[config.mk]
export PLATFORM = sky130hd
export DESIGN_NAME = ascii_cmd_receiver
export DESIGN_NICKNAME = d
export VERILOG_FILES = /design/src/rtl/ascii_cmd_receiver.sv
export SDC_FILE = /design/constraint.sdc
export NUM_CORES = 1
export LEC_CHECK = 0
export CAP_MARGIN = 30
export CORE_MARGIN = 1.5
export CORE_UTILIZATION = 41
export CTS_CLUSTER_DIAMETER = 80
export DETAILED_ROUTE_END_ITERATION = 8
export GPL_TIMING_DRIVEN = 0
export SLEW_MARGIN = 20
export SYNTH_ARGS = -nofsm -noshare
export SYNTH_HDL_FRONTEND = slang
export SYNTH_SLANG_ARGS = --single-unit
[constraint.sdc]
create_clock -name clk -period 3.05 [get_ports clk]
set_input_delay 0.4575 -clock clk [delete_from_list [all_inputs] [get_ports clk]]
set_output_delay 0.4575 -clock clk [all_outputs]
set_load 0.01 [all_outputs]
[src/rtl/ascii_cmd_receiver.sv]
// ascii_cmd_receiver: assembles UART RX bytes into lines and decodes
// RUN / CLR / MODE / GET / SET HH:MM:SS into single-cycle control pulses.
module ascii_cmd_receiver #(
    parameter int MAX_LEN = 12
) (
    input  logic       clk,
    input  logic       rst,
    input  logic       rx_valid,
    input  logic [7:0] rx_data,
    output logic       cmd_run,
    output logic       cmd_clr,
    output logic       cmd_mode,
    output logic       cmd_get,
    output logic       set_valid,
    output logic [4:0] set_hour,
    output logic [5:0] set_min,
    output logic [5:0] set_sec,
    output logic       cmd_err,
    output logic       busy
);

    localparam int LW = $clog2(MAX_LEN + 1);
    localparam int IW = $clog2(MAX_LEN);

    typedef enum logic [1:0] {COLLECT, PARSE, EMIT} state_t;
    typedef enum logic [2:0] {R_ERR, R_RUN, R_CLR, R_MODE, R_GET, R_SET} res_t;

    state_t      state;
    logic [LW-1:0] len_q;
    logic        ovf_q;
    logic [7:0]  line_buf [MAX_LEN];

    logic        is_cr;
    logic        is_lf;
    logic        has_room;
    logic        store;
    logic [7:0]  folded;
    logic [6:0]  hv;
    logic [6:0]  mv;
    logic [6:0]  sv;
    logic        set_ok;
    res_t        res;

    function automatic logic is_digit(input logic [7:0] c);
        return (c >= "0") && (c <= "9");
    endfunction

    function automatic logic [6:0] two_digit(input logic [7:0] t,
                                             input logic [7:0] u);
        logic [3:0] a;
        logic [3:0] b;
        logic [6:0] a7;
        a  = 4'(t - 8'h30);
        b  = 4'(u - 8'h30);
        a7 = {3'b000, a};
        return (a7 << 3) + (a7 << 1) + {3'b000, b};
    endfunction

    assign is_cr    = (rx_data == 8'h0D);
    assign is_lf    = (rx_data == 8'h0A);
    assign has_room = (len_q < LW'(MAX_LEN));
    assign store    = (state == COLLECT) && rx_valid && !is_cr && !is_lf
                      && has_room;
    assign folded   = ((rx_data >= "a") && (rx_data <= "z"))
                      ? (rx_data - 8'h20) : rx_data;

    assign hv = two_digit(line_buf[4], line_buf[5]);
    assign mv = two_digit(line_buf[7], line_buf[8]);
    assign sv = two_digit(line_buf[10], line_buf[11]);

    // Pattern match of the collected line against the command set
    always_comb begin
        set_ok = (len_q == LW'(12))
                 && (line_buf[0] == "S") && (line_buf[1] == "E")
                 && (line_buf[2] == "T") && (line_buf[3] == " ")
                 && (line_buf[6] == ":") && (line_buf[9] == ":")
                 && is_digit(line_buf[4]) && is_digit(line_buf[5])
                 && is_digit(line_buf[7]) && is_digit(line_buf[8])
                 && is_digit(line_buf[10]) && is_digit(line_buf[11])
                 && (hv <= 7'd23) && (mv <= 7'd59) && (sv <= 7'd59);
        res = R_ERR;
        if (ovf_q) begin
            res = R_ERR;
        end else if (len_q == LW'(3) && line_buf[0] == "R"
                     && line_buf[1] == "U" && line_buf[2] == "N") begin
            res = R_RUN;
        end else if (len_q == LW'(3) && line_buf[0] == "C"
                     && line_buf[1] == "L" && line_buf[2] == "R") begin
            res = R_CLR;
        end else if (len_q == LW'(4) && line_buf[0] == "M"
                     && line_buf[1] == "O" && line_buf[2] == "D"
                     && line_buf[3] == "E") begin
            res = R_MODE;
        end else if (len_q == LW'(3) && line_buf[0] == "G"
                     && line_buf[1] == "E" && line_buf[2] == "T") begin
            res = R_GET;
        end else if (set_ok) begin
            res = R_SET;
        end
    end

    // Line buffer write; contents beyond len are never looked at
    always_ff @(posedge clk) begin
        if (store) begin
            line_buf[len_q[IW-1:0]] <= folded;
        end
    end

    // Line collection, decode and single-cycle pulse emission
    always_ff @(posedge clk or posedge rst) begin
        if (rst) begin
            state     <= COLLECT;
            len_q     <= '0;
            ovf_q     <= 1'b0;
            busy      <= 1'b0;
            cmd_run   <= 1'b0;
            cmd_clr   <= 1'b0;
            cmd_mode  <= 1'b0;
            cmd_get   <= 1'b0;
            set_valid <= 1'b0;
            cmd_err   <= 1'b0;
            set_hour  <= '0;
            set_min   <= '0;
            set_sec   <= '0;
        end else begin
            cmd_run   <= 1'b0;
            cmd_clr   <= 1'b0;
            cmd_mode  <= 1'b0;
            cmd_get   <= 1'b0;
            set_valid <= 1'b0;
            cmd_err   <= 1'b0;
            unique case (state)
                COLLECT: begin
                    if (rx_valid) begin
                        if (is_lf) begin
                            if (len_q != '0) begin
                                state <= PARSE;
                                busy  <= 1'b1;
                            end
                        end else if (!is_cr) begin
                            if (has_room) begin
                                len_q <= len_q + LW'(1);
                            end else begin
                                ovf_q <= 1'b1;
                            end
                        end
                    end
                end
                PARSE: begin
                    state <= EMIT;
                    unique case (res)
                        R_RUN:  cmd_run  <= 1'b1;
                        R_CLR:  cmd_clr  <= 1'b1;
                        R_MODE: cmd_mode <= 1'b1;
                        R_GET:  cmd_get  <= 1'b1;
                        R_SET: begin
                            set_valid <= 1'b1;
                            set_hour  <= hv[4:0];
                            set_min   <= mv[5:0];
                            set_sec   <= sv[5:0];
                        end
                        default: cmd_err <= 1'b1;
                    endcase
                end
                EMIT: begin
                    state <= COLLECT;
                    busy  <= 1'b0;
                    len_q <= '0;
                    ovf_q <= 1'b0;
                end
                default: begin
                    state <= COLLECT;
                    busy  <= 1'b0;
                end
            endcase
        end
    end

endmodule

==> summary.md, run 1 <==
| Metric | Value |
|---|---|
| Clock transition at path regs | 0.06 ns |
| Final setup margin | -0.292 ns |
| PD cells | 656 mW/mm^2 |
| Clock Tree Buf Depth | 2 |
| Post-synthesis simple-gate area fraction | 14.0% |
| Fin. Hold Viols | 0 |
| HP Class | in2async |
| Max-slew headroom | 50.9% |
| Register area | 0.00366 mm^2 |
| Post-synthesis adder-cell area fraction | 8.11% |
| Routed Antenna Nets | 0 |
| Main combinational cell family by area after synthesis | simple AND/OR/NAND/NOR gates |
| Iter 0 DRT Violations | 155 |
| Via count | 3169 |
| # diodes | 0 |
| Syn-to-layout area delta | 27.1% |
| Post-synthesis cell area | 0.00549 mm^2 |
| Synth Net Count | 413 |
| Initial core utilization | 41.8% |
| WP data arrival | 3.62 ns |
| Rows | 42 |
| Critical path cell sequence | fa_1 -> inv_2 -> fa_2 -> xor2_2 -> nor2_2 -> nor4_4 -> nand3_2 -> nor4_4 -> and3_4 -> buf_12 -> buf_12 -> mux2_4 |
| Worst setup EP type | flop |
| Largest net degree at the start of global routing | 32 |
| Final #Nets | 484 |
| Worst slew pin tran | 0.736 ns |
| CTS root buffer | clkbuf_16 |
| Max-capacitance violation count | 0 |
| Top delay family on crit path | simple AND/OR/NAND/NOR gates |
| Via/cell ratio | 5.03 |
| CTS buffer count | 17 |
| Die Y | 119 um |
| Die ar. | 0.0141 mm^2 |
| Overall power | 4580 uW |
| WS Path Type | reg2reg |
| Worst VDD drop | 633 uV |
| First-pass GRT wire length | 16700 um |
| Crit path required time | 3.33 ns |
| Most used DFF post-synth | edfxtp_1 |
| Setup Skew | 0.00945 ns |
| Skew-Pair Late Insertion Delay | 0.40 ns |
| Synth top area share | 52.5% |
| Vias in the first global route | 3306 |
| Mux cell area share after synthesis | 3.46% |
| Initial antenna violation count | 0 |
| GRT Total Usage | 15.9% |
| Xor/xnor share of the synthesized area | 1.75% |
| Routed wire per std cell | 16.5 um |
| CP startpoint kind | flop |
| GPL Wtd Cong | 0.830 |
| Detailed Place HPWL | 6930 um |
| Fill count | 1087 |
| CTS H-tree lvls | 4 |
| Post-route cell area | 0.00698 mm^2 |
| Core footprint | 0.0131 mm^2 |
| Chip width | 119 um |
| Ys async rst share | 24.4% |
| Fin crit share | 110% |
| Complex-gate fraction of the synthesized area | 3.39% |
| Buffers and inverters on the worst path | 3 |
| Post-synthesis register bit count | 127 |
| Final setup vio count | 22 |
| Synth Instances | 370 |
| Pre-antenna DRT Iters | 4 |
| FMAX | 299 MHz |
| Layout cells sized above 1 | 22.2% |
| Outcome | finished with violations |
| PortBufs | 34 |
| Area of the multi-input gates | 0.00184 mm^2 |
| Syn avg cell area | 14.8 um^2 |
| RSZ-0062 raised after global routing | yes |
| TritonCTS clock tree | built |
| I/O pin total | 35 |
| Leak Pwr | 0.00262 uW |
| Grt total ovfl | 0 |
| YS warnings | 0 |
| Seq/Total Area, Yosys | 66.6% |
| Area contributors post-synth | edfxtp_1, dfrtp_1, ha_1 |
| CP max stage delay | 0.59 ns |
| WL final | 10400 um |
| Critical path's slowest cell | fa_1 |
| Max FO, Critical Path | 6 |
| CTS Sinks | 127 |
| Slew Limit Fails | 0 |
| # DRC | 0 |
| Area leader, netlist | edfxtp_1 |
| Hold buffer count at cts | 0 |
| Minimum clock period | 3.34 ns |
| Placed cell areas | 0.00607 mm^2 |
| Violated checks | negative setup slack |
| Setup slack at placement | -0.723 ns |
| Count of different cell masters after synthesis | 45 |
| Post-synth EDFFs | 96 |
[synthesized netlist by cell type (4+ instances only)]
master,count
a21o_1,7
a21oi_1,15
and2_1,12
dfrtp_1,31
edfxtp_1,96
fa_1,6
ha_1,26
inv_1,27
mux2_2,8
mux2_4,4
mux2i_1,4
nand2_1,15
nand2b_1,5
nand4_1,5
nand4b_1,6
nor2_1,22
nor3_1,8
nor3b_1,6
nor4_1,6
nor4b_1,5
nor4bb_1,6
o21ai_0,10
xnor2_1,4
xor2_1,7
[metal layers]
layer | vias up | share of wire (%) | global-route usage, %
met5 | - | 0 | 0
met4 | 0 | 1.5 | 5.05
met3 | 10 | 3.0 | 3.76
met2 | 64 | 52 | 27.7
met1 | 1583 | 43 | 19.5
li1 | 1512 | - | -
[area by class of cell]
type,instances,area share (%)
Multi-Input combinational cell,212,26.3
Timing Repair Buffer,52,7.03
Clock buffer,18,6.15
Tap cell,176,3.16
Buffer,4,0.735
Inverter,27,1.45
Sequential cell,127,52.4
Clock inverter,14,2.73
[cells by family (layout without fill, tap and decap cells)]
group / Yosys count / after routing
AOI/OAI and AO/OA: 33 / 33
xor gates and xnor gates: 11 / 11
adders and majority gates: 32 / 32
buffers and inverters: 31 / 115
DFF: 127 / 127
muxes: 16 / 16
and+or+nand+nor: 120 / 120
[flip-flops by register name (all words and copies together), names as in the netlist]
name,flops
cmd_run,1
set_sec,6
set_valid,1
cmd_err,1
ovf_q,1
set_hour,5
state,2
cmd_clr,1
len_q,4
cmd_mode,1
set_min,6
line_buf,96
cmd_get,1
busy,1
[path summary, 6_finish.rpt]
kind	startpoint	endpoint	slack [ns]	cells past startpoint
min in group clk	line_buf[8][0]	set_min[0]	0.48	1
worst max register to register	line_buf[5][3]	set_hour[2]	-0.29	12
worst min-delay path	rst	set_min[0]	0.46	2
worst max-delay path	line_buf[5][3]	set_hour[2]	-0.29	12
max in group asynchronous	rst	set_hour[2]	2.16	2
worst min register to register	line_buf[8][0]	set_min[0]	0.48	1
[stage by stage]
step           utilization [%]  hold slack, ns  TNS, ns  std cells
6_report                  53.1           0.462    -4.47        630
5_1_grt                   53.1           0.497    -7.58        630
4_1_cts                   52.6           0.477    -8.51        626
3_5_place_dp              46.2           0.473   -64.27        581
3_3_place_gp              46.1           0.459   -63.79        580
2_1_floorplan                -           0.454   -0.216        370
[where the power goes]
group          total (uW)  switching (uW)  internal [uW]
clock                2070             705           1360
combinational         474             283            191
sequential           2030            57.4           1980
[what timing repair did]
action | in CTS | in global routing
endpoints found under the hold margin | 0 | 0
buffers inserted | 12 | 5
cloned | 1 | 0
gates resized for setup | 29 | 24
setup endpoints to repair | 106 | 87
pin swaps | 12 | 13
[layout by cell type, fill, tap and decap left out, types with 3 or more instances in the layout]
master	Yosys	routed
edfxtp_1	96	96
dfrtp_1	31	31
clkdlybuf4s50_1	0	29
ha_1	26	25
nor2_1	22	21
inv_1	27	21
clkbuf_16	0	17
buf_4	1	14
nand2_1	15	14
and2_1	12	12
mux2_4	4	10
o21ai_0	10	9
a21o_1	7	7
a21oi_2	0	7
a21oi_1	15	7
nor3_1	8	7
nor4bb_1	6	6
nand4b_1	6	6
inv_2	0	6
xor2_1	7	5
nand2b_1	5	5
nand4_1	5	5
nor4_1	6	5
nor3b_1	6	5
nor4b_1	5	4
buf_12	1	4
mux2i_1	4	4
fa_1	6	4
bufinv_16	0	4
clkbuf_2	0	4
xnor2_1	4	3
nor2b_1	3	3
clkinvlp_4	0	3
clkinv_4	0	3
buf_6	1	3
(Power assumes the default switching activity.)
==> inputs of run 2 (changes only) <==
Settings changed: CORE_MARGIN 1.5 to not set.
==> run 2 against run 1 <==
  * The run still ends with negative setup slack left
  * Utilization increased by 1.0 points
  * Power down 0.19%
  * Count of clock-buffer cells in the layout fell by 1
  * Highest routed layer unchanged
  * Critical endpoint is now set_min[0]
==> summary.md, run 2 (synthesis gave the netlist of run 1 again) <==
| Metric | Value |
|---|---|
| WP data arrival | 3.63 ns (about the same) |
| Clock transition at path regs | 0.06 ns (about the same) |
| Routed wire per std cell | 16.9 um (+2.4%) |
| Largest register FFs | 96 (unchanged) |
| CP startpoint kind | flop |
| Die Y | 118 um (-0.84%) |
| Syn-to-layout area delta | 26.4% |
| GPL Wtd Cong | 0.841 (+1.4%) |
| CTS H-tree lvls | 4 (unchanged) |
| Final #Nets | 483 (-0.21%) |
| Top delay family on crit path | adder cells |
| Placed insts | 576 (-0.86%) |
| Core footprint | 0.0128 mm^2 (-2.4%) |
| Reg2Reg Depth | 10 (-2) |
| CP max stage delay | 0.59 ns (about the same) |
| CTS buffer count | 17 (unchanged) |
| Via/cell ratio | 5.00 (-0.54%) |
| Setup Skew | 0.0121 ns (+0.00268 ns) |
| Hold Slack | 0.485 ns (+0.0235 ns) |
| Worst VDD drop | 533 uV (-16%) |
| Reg-to-Reg End | set_min[0] |
| Slew Limit Fails | 0 (unchanged) |
| Die ar. | 0.0139 mm^2 (-1.7%) |
| Max-capacitance violation count | 0 (unchanged) |
| PD cells | 658 mW/mm^2 (+0.32%) |
| Detailed Place HPWL | 7010 um (+1.1%) |
| Leak Pwr | 0.00261 uW (-0.13%) |
| Fin. Hold Viols | 0 (unchanged) |
| Critical Path Most Common Cell | nor4_4 |
| Worst slew pin tran | 0.721 ns (-0.0153 ns) |
| Skew-Pair Late Insertion Delay | 0.41 ns (about the same) |
| HP Class | in2async |
| Critical path's slowest cell | fa_1 |
| Worst setup EP type | flop |
| Chip width | 118 um (-0.84%) |
| WL final | 10500 um (+1.4%) |
| Hold buffer count at cts | 0 (unchanged) |
| Initial antenna violation count | 0 (unchanged) |
| Buffers and inverters on the worst path | 2 (-1) |
| Most common cell after layout, fill and taps aside | edfxtp_1 |
| PortBufs | 34 (unchanged) |
| Commonest non-fill, non-tap cells in the layout | edfxtp_1, dfrtp_1, clkdlybuf4s50_1 |
| CTS Sinks | 127 (unchanged) |
| R2r setup slk | -0.29 ns (about the same) |
| Final setup vio count | 20 (-9.1%) |
| Outcome | finished with violations |
| Vias in the first global route | 3182 (-3.8%) |
| Largest net degree at the start of global routing | 32 (unchanged) |
| Overall power | 4570 uW (-0.19%) |
| # DRC | 0 (unchanged) |
| Via count | 3122 (-1.5%) |
| FMAX | 299 MHz (about the same) |
| Pre-antenna DRT Iters | 4 (unchanged) |
| GRT Total Usage | 16.5% (+0.62 points) |
| Rows | 41 (-2.4%) |
| TritonCTS clock tree | built |
| RSZ-0062 raised after global routing | yes |
| I/O pin total | 35 (unchanged) |
| CTS root buffer | clkbuf_16 |
| Grt total ovfl | 0 (unchanged) |
| Layout cells sized above 1 | 22.8% (+0.54 points) |
| Iter 0 DRT Violations | 181 (+17%) |
| Clock Tree Buf Depth | 2 (unchanged) |
| Crit path required time | 3.34 ns (about the same) |
| WS Path Type | reg2reg |
| Initial core utilization | 42.8% (+1.0 points) |
| Fin crit share | 110% (about the same) |
| Worst setup path startpoint | line_buf[4][0] |
| Minimum clock period | 3.34 ns (-0.00166 ns) |
| WP depth | 10 (-2) |
| Max-slew headroom | 52.0% (+1.0 points) |
| Critical path cell sequence | fa_1 -> inv_2 -> fa_2 -> nor2_2 -> nor4_4 -> nand3_2 -> nor4_4 -> and3_4 -> buf_12 -> mux2_2 |
| # diodes | 0 (unchanged) |
| Violated checks | negative setup slack |
| Crit path to | set_min[0] |
| Launch point of the worst reg-to-reg path | line_buf[4][0] |
| Fin cells | 624 (-0.95%) |
| Final setup margin | -0.290 ns (+0.00166 ns) |
| Final setup TNS | -4.54 ns (-0.0694 ns) |
| Routed Antenna Nets | 0 (unchanged) |
| Max FO, Critical Path | 6 (unchanged) |
| First-pass GRT wire length | 16900 um (+1.4%) |
[run 2: cell type report]
type | instances | area, um^2
Clock buffer | 17 | 425
Timing Repair Buffer | 52 | 493
Buffer | 3 | 31.3
Sequential cell | 127 | 3660
Inverter | 27 | 101
Tap cell | 172 | 215
Clock inverter | 14 | 183
Multi-Input combinational cell | 212 | 1840
Fill cell | 1049 | 5880
[run 2: worst register-to-register path, cell delays in order, from the launching register on]
cell and delay [ns]:
edfxtp_1 0.41, fa_1 0.59, inv_2 0.05, fa_2 0.59, nor2_2 0.07, nor4_4 0.18, nand3_2 0.13, nor4_4 0.38
and3_4 0.37, buf_12 0.14, mux2_2 0.32
[run 2: worst min-delay path by stage]
stage | from | slack [ns] | to
final | rst | 0.49 | set_min[4]
after global routing | line_buf[5][0] | 0.51 | set_hour[0]
after CTS | line_buf[5][0] | 0.49 | set_hour[0]
after detailed placement | line_buf[5][0] | 0.47 | set_hour[0]
after global placement | line_buf[8][0] | 0.46 | set_min[0]
after floorplan | line_buf[5][0] | 0.45 | set_hour[0]
[run 2: through the flow]
step / util (%) / cell area (um^2) / setup WS [ns]
finish: 54.1 / 6940 / -0.290
global route: 54.1 / 6940 / -0.399
CTS: 53.6 / 6870 / -0.427
detailed placement: 47.2 / 6060 / -0.749
global placement: 47.2 / 6060 / -0.744
floorplan: - / 5500 / -0.0539
[run 2: what timing repair did]
item / 4_1_cts / 5_1_grt
resized for setup: 28 / 19
pin swaps: 14 / 6
endpoints found under the setup margin: 111 / 86
buffers inserted: 12 / 5
[run 2: power by group]
part	internal (uW)	leakage, uW	switching (uW)
Combinational	192	0.00104	284
Sequential	1980	0.00128	58.9
Clock	1300	0.000293	760
[run 2: metal layers]
metal | share of wire (%) | GRT usage (%) | up-vias
met2 | 52 | 28.5 | 54
li1 | - | - | 1511
met1 | 44 | 20.0 | 1551
met5 | 0 | 0 | -
met4 | 0.63 | 3.85 | 0
met3 | 3.7 | 5.28 | 6
